==> config.mk <==
export PLATFORM = sky130hd
export DESIGN_NAME = boot_seq_ctrl
export DESIGN_NICKNAME = d
export VERILOG_FILES = /design/src/rtl/boot_seq_ctrl.sv
export SDC_FILE = /design/constraint.sdc
export NUM_CORES = 1
export LEC_CHECK = 0
export BUFFER_PORTS_ARGS = -buffer_cell sky130_fd_sc_hd__buf_2
export CAP_MARGIN = 20
export CORE_UTILIZATION = 60
export DETAILED_ROUTE_END_ITERATION = 6
export PLACE_DENSITY = 0.82
export SETUP_SLACK_MARGIN = 0.05
export SYNTH_ARGS = -nofsm -noshare
export SYNTH_HDL_FRONTEND = slang
export SYNTH_SLANG_ARGS = --single-unit
==> constraint.sdc <==
create_clock -name clk_i -period 8.59 [get_ports clk_i]
set_input_delay 1.718 -clock clk_i [delete_from_list [all_inputs] [get_ports clk_i]]
set_output_delay 1.718 -clock clk_i [all_outputs]
set_load 0.005 [all_outputs]
==> src/rtl/boot_seq_ctrl.sv <==
// Boot sequencer: holds the core in reset, loads a byte-streamed image into imem, then releases it.
// Optional single-step clock enable when STEP_EN is defined.
module boot_seq_ctrl #(
  parameter int ADDR_W      = 8,
  parameter int TIMEOUT_CYC = 1000000
) (
  input  logic              clk_i,
  input  logic              rst_i,
  input  logic              load_req_i,
  input  logic              start_i,
  input  logic              byte_valid_i,
  input  logic [7:0]        byte_data_i,
  output logic              byte_ready_o,
  output logic              imem_we_o,
  output logic [ADDR_W-1:0] imem_addr_o,
  output logic [31:0]       imem_wdata_o,
  output logic              cpu_rst_n_o,
  output logic              cpu_clk_en_o,
  output logic              busy_o,
  output logic              err_o,
  input  logic              step_mode_i,
  input  logic              step_i
);

  // state | meaning
  // IDLE  | core held, waiting for load_req or start
  // HDR   | waiting for word-count byte (N-1)
  // LOAD  | assembling and writing words
  // RUN   | core released
  // ERR   | inter-byte timeout, core held
  typedef enum logic [2:0] {S_IDLE, S_HDR, S_LOAD, S_RUN, S_ERR} state_t;

  localparam int TMO_W = (TIMEOUT_CYC > 1) ? $clog2(TIMEOUT_CYC) : 1;
  localparam logic [TMO_W-1:0] TMO_LOAD = TMO_W'(TIMEOUT_CYC - 1);

  state_t            state_q, state_d;
  logic [TMO_W-1:0]  tmo_q, tmo_d;
  logic [ADDR_W-1:0] nwords_q, nwords_d;
  logic [ADDR_W-1:0] ptr_q, ptr_d;
  logic [1:0]        bcnt_q, bcnt_d;
  logic [23:0]       asm_q, asm_d;
  logic              done_q, done_d;
  logic              byte_ready_q, byte_ready_d;
  logic              imem_we_q, imem_we_d;
  logic [ADDR_W-1:0] imem_addr_q, imem_addr_d;
  logic [31:0]       imem_wdata_q, imem_wdata_d;
  logic              cpu_rst_n_q, cpu_rst_n_d;
  logic              cpu_clk_en_q, cpu_clk_en_d;
  logic              busy_q, busy_d;
  logic              err_q, err_d;
  logic              accept, tmo_tc;

  assign accept = byte_valid_i & byte_ready_q;
  assign tmo_tc = (tmo_q == '0);

`ifdef STEP_EN
  logic step_q, step_rise;
  assign step_rise = step_i & ~step_q;
  always_ff @(posedge clk_i or posedge rst_i) begin
    if (rst_i) step_q <= 1'b0;
    else       step_q <= step_i;
  end
`else
  logic unused_step;
  assign unused_step = step_mode_i ^ step_i;
`endif

  always_ff @(posedge clk_i or posedge rst_i) begin
    if (rst_i) state_q <= S_IDLE;
    else       state_q <= state_d;
  end

  always_comb begin
    state_d = state_q;
    case (state_q)
      S_IDLE: if (load_req_i) state_d = S_HDR;
              else if (start_i) state_d = S_RUN;
      S_HDR:  if (load_req_i) state_d = S_HDR;
              else if (accept) state_d = S_LOAD;
              else if (tmo_tc) state_d = S_ERR;
      S_LOAD: if (load_req_i) state_d = S_HDR;
              else if (done_q) state_d = S_RUN;
              else if (!accept && tmo_tc) state_d = S_ERR;
      S_RUN:  if (load_req_i) state_d = S_HDR;
      S_ERR:  if (load_req_i) state_d = S_HDR;
      default: state_d = S_IDLE;
    endcase
  end

  // Datapath and registered outputs are both derived here so outputs track state_q exactly.
  always_comb begin
    tmo_d        = tmo_q;
    nwords_d     = nwords_q;
    ptr_d        = ptr_q;
    bcnt_d       = bcnt_q;
    asm_d        = asm_q;
    done_d       = 1'b0;
    imem_we_d    = 1'b0;
    imem_addr_d  = imem_addr_q;
    imem_wdata_d = imem_wdata_q;
    if (load_req_i) begin
      tmo_d  = TMO_LOAD;
      ptr_d  = '0;
      bcnt_d = '0;
      asm_d  = '0;
    end else if (state_q == S_HDR || state_q == S_LOAD) begin
      if (accept)       tmo_d = TMO_LOAD;
      else if (!tmo_tc) tmo_d = tmo_q - TMO_W'(1);
      if (accept && state_q == S_HDR) begin
        nwords_d = ADDR_W'(byte_data_i);
        ptr_d    = '0;
        bcnt_d   = '0;
      end else if (accept) begin
        if (bcnt_q == 2'd3) begin
          imem_we_d    = 1'b1;
          imem_addr_d  = ptr_q;
          imem_wdata_d = {byte_data_i, asm_q};
          ptr_d        = ptr_q + ADDR_W'(1);
          bcnt_d       = '0;
          done_d       = (ptr_q == nwords_q);
        end else begin
          asm_d[{bcnt_q, 3'b000} +: 8] = byte_data_i;
          bcnt_d = bcnt_q + 2'd1;
        end
      end
    end
    busy_d       = (state_d == S_HDR) || (state_d == S_LOAD);
    byte_ready_d = busy_d && !done_d;
    err_d        = (state_d == S_ERR);
    cpu_rst_n_d  = (state_d == S_RUN);
`ifdef STEP_EN
    cpu_clk_en_d = (state_d == S_RUN) && (!step_mode_i || step_rise);
`else
    cpu_clk_en_d = (state_d == S_RUN);
`endif
  end

  always_ff @(posedge clk_i or posedge rst_i) begin
    if (rst_i) begin
      tmo_q        <= '0;
      nwords_q     <= '0;
      ptr_q        <= '0;
      bcnt_q       <= '0;
      asm_q        <= '0;
      done_q       <= 1'b0;
      byte_ready_q <= 1'b0;
      imem_we_q    <= 1'b0;
      imem_addr_q  <= '0;
      imem_wdata_q <= '0;
      cpu_rst_n_q  <= 1'b0;
      cpu_clk_en_q <= 1'b0;
      busy_q       <= 1'b0;
      err_q        <= 1'b0;
    end else begin
      tmo_q        <= tmo_d;
      nwords_q     <= nwords_d;
      ptr_q        <= ptr_d;
      bcnt_q       <= bcnt_d;
      asm_q        <= asm_d;
      done_q       <= done_d;
      byte_ready_q <= byte_ready_d;
      imem_we_q    <= imem_we_d;
      imem_addr_q  <= imem_addr_d;
      imem_wdata_q <= imem_wdata_d;
      cpu_rst_n_q  <= cpu_rst_n_d;
      cpu_clk_en_q <= cpu_clk_en_d;
      busy_q       <= busy_d;
      err_q        <= err_d;
    end
  end

  assign byte_ready_o = byte_ready_q;
  assign imem_we_o    = imem_we_q;
  assign imem_addr_o  = imem_addr_q;
  assign imem_wdata_o = imem_wdata_q;
  assign cpu_rst_n_o  = cpu_rst_n_q;
  assign cpu_clk_en_o = cpu_clk_en_q;
  assign busy_o       = busy_q;
  assign err_o        = err_q;

endmodule

# Word-level counts from Yosys, hierarchy flattened
# Cells that the tools add are included.
[word_totals]
register_bits = 111
wordCells = 96
latch_bits = 0
memories = 0
output_inout_bits = 46
in_bits = 15
mem_bits_rw = 0
romBits = 0
[classes]
n_eq_ne = 13
shift = 2
mul = 0
n_bitwise = 3
muxes = 40
div = 0
n_reduce_logical = 20
magnitude_cmp = 0
n_addsub = 4
[ops]
columns = ["op", "n"]
rows = [
  ["two-way mux 24 bit", 5],
  ["two-way mux 20 bit", 4],
  ["two-way mux 8 bit", 5],
  ["two-way mux 3 bit", 9],
  ["bitwise mux 24 bit", 1],
  ["variable shift 8 x 7 -> 24 bit, first input constant", 1],
  ["variable part select 8 x 7 -> 24 bit", 1],
  ["logical NOT 20 bit", 1],
  ["subtractor 20 x 1 -> 20 bit, second input constant", 1],
  ["equality test 3 x 2 -> 1 bit, second input constant", 4],
  ["one-hot mux 3 bit (4 select lines)", 1],
  ["two-way mux 1 bit", 10],
  ["two-way mux 2 bit", 5],
  ["adder 8 x 1 -> 8 bit, second input constant", 1],
  ["equality test 8 bit", 1],
  ["negation 5 -> 7 bit", 1],
  ["equality test 3 x 1 -> 1 bit, second input constant", 2],
  ["equality test 3 bit, second input constant", 2],
  ["AND reduction 3 bit", 2],
  ["nonzero test 3 bit", 2],
  ["AND reduction 5 bit", 1],
  ["!= test 2 bit, second input constant", 2],
  ["AND reduction 2 bit", 2],
  ["AND reduction 4 bit", 1],
  ["11 further kinds", 17],
]

# Logic depth before layout (Yosys ltp)
[depth]
depth_word = 10
mapped_depth = 8
mapped_depth_nobuf = 7

# Worst setup path after synthesis
# OpenSTA, ideal clock, no wires.
[synth_path]
path_type = "input port to flip-flop"
startpoint = "input port byte_valid_i"
endpoint = "register asm_q[16]"
path_buffers = 1
setup_slack_ns = 5.163
stages = 6
setup_ns = 0.070
arrival_ns = 3.357
path_cell_list = "clkbuf_1 > nand3b_1 > nor3_1 > nand2_1 > nor4_1 > a22o_1"
[synth_via]
elab_chain_len = 4
word_cells_on_any_way = 5
[synth_rtl]
columns = ["item", "line_no", "source"]
rows = [
  ["start: declaration", "11", "input logic byte_valid_i,"],
  ["AND 1 bit (*)", "53", "assign accept = byte_valid_i & byte_ready_q;"],
  ["logical AND 1 bit", "109", "if (accept && state_q == S_HDR) begin"],
  ["!= test 2 bit (no line)", "n/a", ""],
  ["AND reduction 4 bit (no line) (*)", "n/a", ""],
  ["end signal: assignment", "159", "asm_q <= asm_d;"],
  ["end: declaration", "41", "logic [23:0] asm_q, asm_d;"],
]
# Every way passes the cells marked *; elsewhere a longest branch is shown, timed or not.
# A chain may end at the register's enable or synchronous reset.

# Worst setup path in the final report
[layout_path]
startpoint = "input port byte_valid_i"
endpoint = "register ptr_q[3]"
[layout_via]
elab_chain_len = 5
word_cells_on_any_way = 8
[layout_rtl]
columns = ["item", "line_no", "source"]
rows = [
  ["AND 1 bit (*)", "53", ""],
  ["logical AND 1 bit", "109", ""],
  ["two-way mux 8 bit", "109", ""],
  ["two-way mux 8 bit", "106", "end else if (state_q == S_HDR || state_q == S_LOAD) begin"],
  ["two-way mux 8 bit", "101", "if (load_req_i) begin"],
  ["end signal: assignment", "157", "ptr_q <= ptr_d;"],
  ["end: declaration", "39", "logic [ADDR_W-1:0] ptr_q, ptr_d;"],
]
# Every way passes the cells marked *; elsewhere a longest branch is shown, timed or not. The select of a mux whose other input is x is not followed.

==> impl_metrics.tcl <==
set metrics [dict create \
    run_status "complete, no violations" \
    ys_seq_area_share_pct 56.3 \
    netlist_area_um2 4940 \
    yosys.area_share.simple_pct 14.2 \
    gp_congestion 0.805 \
    ys_ff_latch 111 \
    fin_skew_ns 0.0129 \
    synthCells 432 \
    relSlewSlack_pct 33.4 \
    synthDistinctLibCells 50 \
    grt_pass1_wl_um 16500 \
    wl_per_cell_um 16.6 \
    firstDrtPassIters 4 \
    cts-resized-gates 0 \
    required_ns 8.82 \
    nets 508 \
    clock_sinks 111 \
    io_buffers 58 \
    r2r-end "tmo_q[10]" \
    fin_setup_tns_ns 0 \
    post-route-period-util_pct 38.8 \
    path_clk_slew_ns 0.11 \
    critPathMaxStageDelay_ns 0.73 \
    synth-edff-count 0 \
    cp-start-kind "primary input" \
    fp.coreArea_um2 7850 \
    ys_warn_count 0 \
    cp.arrival_ns 3.57 \
    cts_made_buffers 9 \
    p_leak_nw 2.51 \
    critPathKind "in -> reg" \
    worst_pin_slew_ns 0.999 \
    min_from "asm_q[7]" \
    hpwl_um 6840 \
    synth_xor_area_share_pct 3.02 \
    layout_commonest_cell "dfrtp_1" \
    peakVddDrop_mv 0.182 \
    crit_chain "buf_2 > nand3b_1 > o21bai_1 > o21ai_0 > mux2i_1 > o21ai_0" \
    overflow 0 \
    drc 0 \
    power.density_nw_per_um2 240 \
    avgSynthCellArea_um2 11.4 \
    synthMuxAreaShare_pct 11.6 \
    fmax_ghz 0.300 \
    rows 32 \
    fillerInstances 592 \
    top_layer "met4" \
    fin_crit_ns 3.34 \
    critPathMostFrequentCell "o21ai_0" \
    min_path_cells 2 \
    syn2layout_area_growth_pct 12.0 \
    grt_max_degree 60 \
    grt_usage_pct 25.1 \
    fp.dieH_um 92.7 \
    post_cts_buffers 0 \
    synth_ff_type "dfrtp_1" \
    switching_share_pct 30.4 \
    place_area_um2 5280 \
    met3_length_um 364 \
    layout_common_cells "111 x dfrtp_1, 58 x buf_2, 49 x mux2_2" \
    diodes 0 \
    root_buffer "clkbuf_8" \
    wl_met1_um 4480 \
    p_sw_mw 0.403 \
    antenna_found_initial 0 \
    setup_viol 0 \
    finalHoldViolCount 0 \
    holdBufCountCts 0 \
    syn_nets 453 \
    final_layout_size_suffix_gt1_share_pct 28.0 \
    fin_area_um2 5530 \
    start_util_pct 62.9 \
    wl_um 9880 \
    pwr-share-comb_pct 22.1 \
    maxCapViolCount 0 \
    r2r_slack_ns 5.88 \
    synth_adder_area_share_pct 1.52 \
    ant_nets 0 \
    cts_tree "yes" \
    worstPathMaxFanout 10 \
    end_kind "flop" \
    die-width_um 92.7 \
    die-area_um2 8590 \
    p_seq_share_pct 51.4 \
    p_int_mw 0.922 \
    whs_endpoint "asm_q[7]" \
    cts_max_path_buffers 2 \
    drv_slew 0 \
    num_vias 3528 \
    hold_class "reg -> reg" \
    cp_slowest_cell "o21bai_1" \
    regToRegStartpoint "tmo_q[9]" \
    synthArstFlopShare_pct 100 \
    grt_pass1_vias 3382 \
    synth-compound-area-share_pct 10.4 \
    grt_setup_unrepaired "no" \
    wl_met2_um 4930 \
    critPathBufInv 1 \
    rr_worst_depth 5 \
    htree_levels 3 \
    io_pins 61 \
    drtIter0Drc 216 \
    synth_top_family_by_area "simple AND/OR/NAND/NOR gates" \
    clkPwrFrac_pct 26.4 \
    vias_per_cell 5.94 \
    cp_top_family "compound AO/OA/AOI/OAI gates" \
    clk-insertion-delay-late_ns 0.38 \
]
[worst max-delay path by stage]
stage                      start         to  slack, ns  cells after the start
floorplan                  rst_i   asm_q[0]       3.94                      1
global placement    byte_valid_i  asm_q[19]       4.86                      6
detailed placement  byte_valid_i  asm_q[23]       4.81                      6
CTS                 byte_valid_i  asm_q[23]       5.18                      6
global route        byte_valid_i   ptr_q[3]       5.09                      6
finish              byte_valid_i   ptr_q[3]       5.25                      6
[metal layers]
metal,global-route usage (%),up-vias
li1,-,1666
met1,34.6,1770
met2,40.7,77
met3,5.01,15
met4,7.44,0
met5,0,-
[per-stage QoR]
step | setup slack (ns) | cells | power, mW | hold slack (ns) | utilization (%)
floorplan | 3.94 | 432 | 0.876 | 0.444 | -
global placement | 4.86 | 575 | 0.961 | 0.459 | 67.3
detailed placement | 4.81 | 575 | 0.984 | 0.467 | 67.3
CTS | 5.18 | 591 | 1.33 | 0.492 | 70.2
global route | 5.09 | 594 | 1.40 | 0.529 | 70.4
finish | 5.25 | 594 | 1.32 | 0.491 | 70.4
[area by class of cell]
cell class,instances,area (um^2),area share (%)
well taps,102,128,2.31
inverters,10,40.0,0.724
multi-input cells,290,2020,36.5
repair buffers,65,338,6.11
flip-flops and latches,111,2780,50.3
clock buffers,10,128,2.31
clock inverters,6,98.8,1.79
[power groups by stage]
stage,combinational (mW),sequential [mW],clock [mW]
after floorplan,0.209,0.667,0
after global placement,0.278,0.683,0
after detailed placement,0.293,0.690,0
after CTS,0.295,0.681,0.355
after global routing,0.327,0.693,0.378
final,0.293,0.681,0.350
[cells by family after synthesis]
group / Yosys count
adders and majority gates: 6
and+or+nand+nor: 134
DFF: 111
xor gates and xnor gates: 17
muxes: 51
buffers and inverters: 31
AOI/OAI and AO/OA: 82
[Yosys cell counts, types with 3 or more instances]
library cell	instances	area [um^2]
dfrtp_1	111	2780
inv_1	10	37.5
nor2_1	17	63.8
or3_1	14	87.6
nand2_1	48	180
ha_1	6	75.1
xor2_1	12	105
nand4_1	3	18.8
nor3_1	8	40.0
nor4_1	7	43.8
nand3_1	7	35.0
o211ai_1	5	37.5
buf_2	7	35.0
mux2_2	49	552
nand2b_1	3	18.8
or4_1	7	52.6
o21ai_0	33	165
nor3b_1	3	22.5
clkbuf_1	10	37.5
a22o_1	8	70.1
a21oi_1	15	75.1
xnor2_1	5	43.8
a31oi_1	3	18.8
o31ai_1	5	37.5
[tightest hold or removal path, cell delays in order, from the launching register on]
cell     delay, ns
dfrtp_1       0.36
nand2_1       0.04
o21ai_0       0.06
[registers in the layout, indices dropped and copies added, names as in the netlist]
name          cells
err_o             1
byte_ready_o      1
done_q            1
cpu_clk_en_o      1
tmo_q            20
bcnt_q            2
imem_we_o         1
imem_addr_o       8
state_q           3
nwords_q          8
ptr_q             8
imem_wdata_o     32
asm_q            24
busy_o            1
(Power assumes the default switching activity.)
